===== src/rtl/alu_arbiter_pkg.sv =====
// Shared types and constants for the two-port ALU arbiter: opcode set,
// FSM state encoding and the round-robin grant helper.
package alu_arbiter_pkg;

  localparam int NUM_REQ = 2;
  localparam int NUM_OPS = 14;

  typedef enum logic [4:0] {
    OP_ADD  = 5'd0,
    OP_SUB  = 5'd1,
    OP_XOR  = 5'd2,
    OP_OR   = 5'd3,
    OP_AND  = 5'd4,
    OP_SRL  = 5'd5,
    OP_SLL  = 5'd6,
    OP_SRA  = 5'd7,
    OP_SLT  = 5'd8,
    OP_SLTU = 5'd9,
    OP_EQ   = 5'd10,
    OP_NE   = 5'd11,
    OP_GEU  = 5'd12,
    OP_LTU  = 5'd13
  } alu_op_e;

  typedef enum logic {
    IDLE = 1'b0,
    RESP = 1'b1
  } state_t;

  // A lone requester always wins; on a tie the one not granted last wins.
  function automatic logic rr_pick(input logic [NUM_REQ-1:0] valid, input logic last);
    logic id;
    id = 1'b0;
    case (valid)
      2'b10:   id = 1'b1;
      2'b11:   id = ~last;
      default: id = 1'b0;
    endcase
    return id;
  endfunction

endpackage


===== src/rtl/alu_arbiter_alu.sv =====
// Purely combinational ALU: 14 legal opcodes, anything else flags err and
// returns zero.
module alu
  import alu_arbiter_pkg::*;
#(
  parameter int DATA_WIDTH    = 32,
  parameter int OPCODE_LENGTH = 5
) (
  input  logic [DATA_WIDTH-1:0]    srca,
  input  logic [DATA_WIDTH-1:0]    srcb,
  input  logic [OPCODE_LENGTH-1:0] op,
  output logic [DATA_WIDTH-1:0]    result,
  output logic                     err
);

  logic [31:0] op_wide;
  logic        legal;
  alu_op_e     op_e;
  logic [4:0]  shamt;
  logic        lt_s;
  logic        lt_u;
  logic        eq;

  assign op_wide = 32'(op);
  assign legal   = op_wide < 32'(NUM_OPS);
  assign op_e    = alu_op_e'(op_wide[4:0]);
  assign shamt   = srcb[4:0];
  assign lt_s    = $signed(srca) < $signed(srcb);
  assign lt_u    = srca < srcb;
  assign eq      = srca == srcb;

  always_comb begin
    result = '0;
    err    = ~legal;
    if (legal) begin
      case (op_e)
        OP_ADD:  result = srca + srcb;
        OP_SUB:  result = srca - srcb;
        OP_XOR:  result = srca ^ srcb;
        OP_OR:   result = srca | srcb;
        OP_AND:  result = srca & srcb;
        OP_SRL:  result = srca >> shamt;
        OP_SLL:  result = srca << shamt;
        OP_SRA:  result = $signed(srca) >>> shamt;
        // Compare results are zero-extended single-bit flags.
        OP_SLT:  result = {{(DATA_WIDTH-1){1'b0}}, lt_s};
        OP_SLTU: result = {{(DATA_WIDTH-1){1'b0}}, lt_u};
        OP_EQ:   result = {{(DATA_WIDTH-1){1'b0}}, eq};
        OP_NE:   result = {{(DATA_WIDTH-1){1'b0}}, ~eq};
        OP_GEU:  result = {{(DATA_WIDTH-1){1'b0}}, ~lt_u};
        OP_LTU:  result = {{(DATA_WIDTH-1){1'b0}}, lt_u};
        default: result = '0;
      endcase
    end
  end

endmodule


===== src/rtl/alu_arbiter.sv =====
// Two-requester front end to a single ALU: round-robin grant in IDLE, one
// registered result held in RESP until its owner consumes it.
module alu_arbiter
  import alu_arbiter_pkg::*;
#(
  parameter int DATA_WIDTH    = 32,
  parameter int OPCODE_LENGTH = 5
) (
  input  logic                                   clk,
  input  logic                                   reset,
  input  logic [NUM_REQ-1:0]                     req_valid,
  output logic [NUM_REQ-1:0]                     req_ready,
  input  logic [NUM_REQ-1:0][DATA_WIDTH-1:0]     req_srca,
  input  logic [NUM_REQ-1:0][DATA_WIDTH-1:0]     req_srcb,
  input  logic [NUM_REQ-1:0][OPCODE_LENGTH-1:0]  req_op,
  output logic [NUM_REQ-1:0]                     rsp_valid,
  input  logic [NUM_REQ-1:0]                     rsp_ready,
  output logic [DATA_WIDTH-1:0]                  rsp_data,
  output logic                                   rsp_err,
  output state_t                                 dbg_state
);

  // Handshakes: a transfer happens on a rising clk edge where valid and
  // ready are both high at the same index. req_ready depends on req_valid
  // (the grant), never the reverse; rsp_valid holds with stable data until
  // rsp_ready at the owning index is seen high.

  state_t                  state_q;
  state_t                  next_state;
  logic                    grant_id;
  logic                    owner_q;
  logic                    last_q;
  logic                    accept;
  logic                    rsp_fire;
  logic [DATA_WIDTH-1:0]   alu_result;
  logic                    alu_err;
  logic [DATA_WIDTH-1:0]   data_q;
  logic                    err_q;

  assign grant_id = rr_pick(req_valid, last_q);

  always_comb begin
    req_ready = '0;
    if (state_q == IDLE && (|req_valid) && !reset) begin
      req_ready[grant_id] = 1'b1;
    end
  end

  assign accept   = |(req_valid & req_ready);
  assign rsp_fire = (state_q == RESP) && rsp_ready[owner_q];

  always_comb begin
    rsp_valid = '0;
    if (state_q == RESP) begin
      rsp_valid[owner_q] = 1'b1;
    end
  end

  alu #(
    .DATA_WIDTH    (DATA_WIDTH),
    .OPCODE_LENGTH (OPCODE_LENGTH)
  ) u_alu (
    .srca   (req_srca[grant_id]),
    .srcb   (req_srcb[grant_id]),
    .op     (req_op[grant_id]),
    .result (alu_result),
    .err    (alu_err)
  );

  always_ff @(posedge clk or posedge reset) begin
    if (reset) begin
      state_q <= IDLE;
    end else begin
      state_q <= next_state;
    end
  end

  // A response handshake always returns to IDLE first, so back-to-back
  // operations are spaced at least two cycles apart.
  always_comb begin
    next_state = state_q;
    case (state_q)
      IDLE:    if (accept) next_state = RESP;
      RESP:    if (rsp_fire) next_state = IDLE;
      default: next_state = IDLE;
    endcase
  end

  // last_q resets to 1 so port 0 wins the first tie.
  always_ff @(posedge clk or posedge reset) begin
    if (reset) begin
      owner_q <= 1'b0;
      last_q  <= 1'b1;
      data_q  <= '0;
      err_q   <= 1'b0;
    end else if (accept) begin
      owner_q <= grant_id;
      last_q  <= grant_id;
      data_q  <= alu_result;
      err_q   <= alu_err;
    end
  end

  assign rsp_data  = data_q;
  assign rsp_err   = err_q;
  assign dbg_state = state_q;

endmodule


===== config.mk =====
export PLATFORM = sky130hd
export DESIGN_NAME = alu_arbiter
export DESIGN_NICKNAME = d
export VERILOG_FILES = /design/src/rtl/alu_arbiter_pkg.sv /design/src/rtl/alu_arbiter_alu.sv /design/src/rtl/alu_arbiter.sv
export SDC_FILE = /design/constraint.sdc
export NUM_CORES = 1
export LEC_CHECK = 0
export ABC_AREA = 1
export BUFFER_PORTS_ARGS = -buffer_cell sky130_fd_sc_hd__buf_2
export CAP_MARGIN = 40
export CELL_PAD_IN_SITES_DETAIL_PLACEMENT = 0
export CELL_PAD_IN_SITES_GLOBAL_PLACEMENT = 1
export CORE_MARGIN = 10
export CORE_UTILIZATION = 40
export CTS_CLUSTER_SIZE = 8
export DETAILED_ROUTE_END_ITERATION = 8
export GPL_TIMING_DRIVEN = 0
export PLACE_DENSITY_LB_ADDON = 0.25
export SLEW_MARGIN = 20
export SYNTH_ARGS = -nofsm -noshare
export SYNTH_HDL_FRONTEND = slang
export SYNTH_SLANG_ARGS = --single-unit
export TNS_END_PERCENT = 5

===== constraint.sdc =====
create_clock -name clk -period 4.7 [get_ports clk]
set_clock_uncertainty 0.05 [all_clocks]
set_input_delay 0.235 -clock clk [delete_from_list [all_inputs] [get_ports clk]]
set_output_delay 0.235 -clock clk [all_outputs]
set_load 0.02 [all_outputs]

Yosys cells after proc, flatten, opt, wreduce, memory -nomap -nowiden
Cells that the tools add are included.
{ "word_totals": {"inputBits": 144, "regBits": 36, "output_inout_bits": 38, "word_cells": 72} }
{ "op_classes": {"n_mux": 20, "eq_ne": 16, "n_bitwise": 9, "n_lt_le_gt_ge": 7, "n_shift": 3, "n_addsub": 2, "n_reduce_logical": 10} }
{ "op_table": {"columns": ["op", "count"], "rows": [
  ["$pmux 32 s13", 1],
  ["$mux 32", 5],
  ["$lt 32x32->1", 2],
  ["$add 32x32->32", 1],
  ["$and 32x32->32", 1],
  ["$eq 32x32->1", 1],
  ["$or 32x32->32", 1],
  ["$shl 32x5->32", 1],
  ["$shr 32x5->32", 1],
  ["$sshr 32x5->32", 1],
  ["$sub 32x32->32", 1],
  ["$xor 32x32->32", 1],
  ["$eq 5x4->1 const B", 6],
  ["$eq 5x3->1 const B", 4],
  ["$eq 5x2->1 const B", 2],
  ["$mux 5", 2],
  ["$mux 1", 6],
  ["$reduce_or 2->1", 3],
  ["$eq 5x1->1 const B", 1],
  ["$logic_and 1x1->1", 5],
  ["$logic_not 5->1", 1],
  ["$lt 5x4->1 const B", 1],
  ["$not 1->1", 5],
  ["$eq 2x2->1 const B", 2],
  ["other kinds (7)", 12]
]} }

Depth between registers and ports, before layout
{ "logic_depth": {"ltp_word": 11, "mapped_depth": 27, "ltp_nobuf": 23} }

Hierarchy
From an unflattened synthesis, not the netlist that was laid out.
{ "unflattened": {"hier_cells": 2604, "hier_area_um2": 12909.9} }
{ "modules_own_cells": {"columns": ["module", "n_inst", "seq_area_each_um2", "area_each_um2", "cells_each"], "rows": [
  ["alu", 1, 0.0, 10587.7, 2214],
  ["alu_arbiter", 1, 902.1, 2322.2, 390]
]} }

Worst setup path after synthesis
No wires, ideal clock.
{ "synth_path": {"path_type": "register to register", "start": "register last_q", "end": "register data_q[26], in the netlist rsp_data[26]", "n_path_buf": 5, "path_stages_with_launch": 21, "arrival_time_ns": 3.386, "setup_time_ns": 0.120, "required_ns": 4.530, "slack_ns": 1.143, "synth_period_minus_slack_ns": 3.557, "cell_sequence": "dfstp_2 -> nand2_4 -> nand2_4 -> buf_6 -> buf_4 -> clkbuf_1 -> clkbuf_1 -> nand2_1 -> o21ai_0 -> ha_1 -> clkbuf_1 -> nor4_1 -> nand4_1 -> o21ai_1 -> nand2_1 -> nand2_1 -> nand2_1 -> nand2_1 -> nor2_1 -> o21ai_1 -> nand2_1"} }
{ "synth_between": {"elab_chain_cells": 9, "word_cells_on_any_way": 42, "classes_between": "add/sub: 2; order compare: 3; eq/ne: 13; shift: 3; mux: 12; bitwise: 5; reduce/logical: 4"} }
{ "synth_lines": {"columns": ["item", "line_no", "rtl"], "rows": [
  ["from (decl)", "alu_arbiter.sv:32", "logic last_q;"],
  ["from (signal assigned)", "alu_arbiter.sv:98", "last_q <= grant_id;"],
  ["$not 1->1 (*)", "alu_arbiter_pkg.sv:36", "2'b11: id = ~last;"],
  ["$pmux 1 s2 (*)", "alu_arbiter_pkg.sv:34", "case (valid)"],
  ["parallel branches: the longest is 7 deep, another holds $sub 32x32->32", null, null],
  ["to (signal assigned)", "alu_arbiter.sv:99", "data_q <= alu_result;"],
  ["to (decl)", "alu_arbiter.sv:37", "logic [DATA_WIDTH-1:0] data_q;"]
]} }
Every way passes the cells marked *. The select of a mux whose other input is x is not followed.
A chain may end at the register's enable or synchronous reset.

Worst setup path in the final report
{ "layout_path": {"start": "register last_q", "end": "register data_q[20], in the netlist rsp_data[20]"} }
The elaborated chain is that of the path after synthesis.

==> run metrics <==
total track usage 0.372; # nets final 2,834; die area 0.0387 mm²; sequential area share after synthesis 0.0722; TritonCTS clock tree built; Layout area overhead 13.6%; initial antenna violation count 3; post-synth top area cell nand2_1; Max Clk Rate 217 MHz; final WL 75.4 mm; first-pass GRT wire length 109 mm; layout cells sized above 1 0.128; worst hold slack 132 ps; most common cell after layout, fill and taps aside nand2_1; total chip power 5.62 mW; PwrDens 396 mW/mm²; dpl ws -413 ps; outcome finished, final reports clean; Async S/R FF share, synth 1.00; DRC Markers 0; DRT iter0 DRCs 2,285; Final Max Tran Viols 0; Final Util 0.463; crit path DAT 4730 ps; CTS root buf clkbuf_16; CP Class register to register; Core Area 0.0307 mm²; Mean Syn Cell Area 5.23 µm²; final-report hold violation count 0; RSZ-0062 raised after global routing yes; CP endpoint kind register; placed cells 2,973; Post-Syn Instances 2,390; vias 17,900; CP Max Fanout 19; synthesized flop and latch total 36; HP Class primary input to register; CP Data Required Time 4820 ps; total of warnings raised by yosys 0; Critical Path Source Type register; Mapped Nets 2,647; GP Congestion 1.21; Max clock buf depth 2; post-synth top area share 0.229; worst skew pair latency 280 ps; Fillers 3,558; PortBufs 181; final worst path period share 0.981; largest net degree at the start of global routing 37; Die Ht 197 µm; Sink Count 36; EDFF count, synth 0; Worst-path clk slew 60 ps; total congestion overflow 0; 1st-pass router iterations 6; endpoints failing setup 0; Max VDD drop 0.000172 V; antenna-violating nets left 0; Starting Density 0.407; vias in the first global route 17,000; relative slew slack 0.332; Mapped Area 0.0125 mm²; io pins 182; H-tree lvl count 2; Max-Cap Viols 0; final cell count without fillers 2,977; most frequent cells in the layout 758 x nand2_1, 426 x nand3_1, 296 x inv_1, 228 x buf_2, 185 x nor2_1; FP Rows 64; Synth area leaders nand2_1 23%, nand3_1 17%, ha_1 11%; Vias per Instance 6.02; detailed placer's ending HPWL 63.1 mm; worst setup margin 89.0 ps; worst slew pin tran 998 ps; Leak 8.01 nW; WL/cell 25.3 µm; post-synthesis cell type count 52; Num CTS Buffers 5; Die X-Extent 197 µm; ys flop type dfrtp_1; post-layout min period 4610 ps
[stage by stage]
step | area (µm²) | TNS [ps]
3_3_place_gp | 13900 | -10060
6_report | 14200 | 0
5_1_grt | 14200 | -453
2_1_floorplan | 12500 | 0
3_5_place_dp | 14000 | -4830
4_1_cts | 14100 | 0
[synth_stat cells (13+ instances only)]
master	instances
nor3_1	17
nand3b_1	23
nand2_1	762
clkbuf_1	45
nand2_2	13
nand3_1	426
nand4_1	23
a21oi_1	108
o21ai_0	117
dfrtp_1	35
inv_1	298
buf_2	46
o211ai_1	21
nor2_1	185
o21ai_1	17
ha_1	111
[sequential cells by signal, summed over array words and instances, names as in the netlist]
register and count:
dbg_state 1, last_q 1, owner_q 1, rsp_data 32, rsp_err 1
[worst max-delay path: stages, from the launching register on]
cell	delay, ps
dfstp_2	550
nand2_4	160
nand2_4	170
buf_6	180
buf_4	250
clkbuf_1	320
o21ai_0	230
ha_1	360
clkbuf_1	380
o21ai_0	340
a21oi_1	380
o21ai_0	130
a21oi_1	190
nand3_1	100
nand3_1	140
nand3b_1	90
nor2_1	240
nand2_1	90
nand2_1	80
nand2_1	50
[path summary, 6_finish.rpt]
| check | from | to | cells after the start | slack, ps |
|---|---|---|---|---|
| min | rsp_ready[0] | dbg_state | 2 | 130 |
| max | last_q | rsp_data[20] | 19 | 90 |
| max in group asynchronous | reset | last_q | 4 | 3830 |
| min reg2reg | rsp_data[15] | rsp_data[15] | 2 | 420 |
| min in group asynchronous | reset | rsp_data[24] | 3 | 330 |
| max reg2reg | last_q | rsp_data[20] | 19 | 90 |
[power by group]
part           switching, mW  internal [mW]
combinational           3.51           1.25
clock                  0.127          0.249
sequential            0.0653          0.419
total                   3.70           1.92
[per-layer routing]
layer  global-route usage  wire, µm
met1                0.437     27900
met2                0.575     32000
met3               0.0988      8930
met4                0.271      6480
met5                    0        46
[logic make-up after synthesis]
kind of cell,Yosys count,share of synthesized area
and+or+nand+nor,1490,0.522
buffers and inverters,420,0.139
AOI/OAI and AO/OA,325,0.148
adders and majority gates,113,0.114
DFF,36,0.0722
xor gates and xnor gates,6,0.00421
[final cells by class]
type	count	area [µm²]	area share
multi-input cells	1934	9900	0.698
inverters	308	1160	0.0817
repair buffers	192	1020	0.0717
flip-flops and latches	36	902	0.0636
plain buffers	100	543	0.0383
well taps	396	495	0.0349
clock buffers	6	129	0.00908
clock inverters	2	35.0	0.00247
diodes	3	7.51	0.000529
[timing repair]
| action | in CTS | in global routing |
|---|---|---|
| buffers inserted | 0 | 2 |
| hold endpoints to repair | 0 | 3 |
| hold buffers | 0 | 1 |
| gates resized for setup | 13 | 19 |
| setup endpoints to repair | 26 | 26 |
No activity file was read; power rests on OpenSTA's default activity.
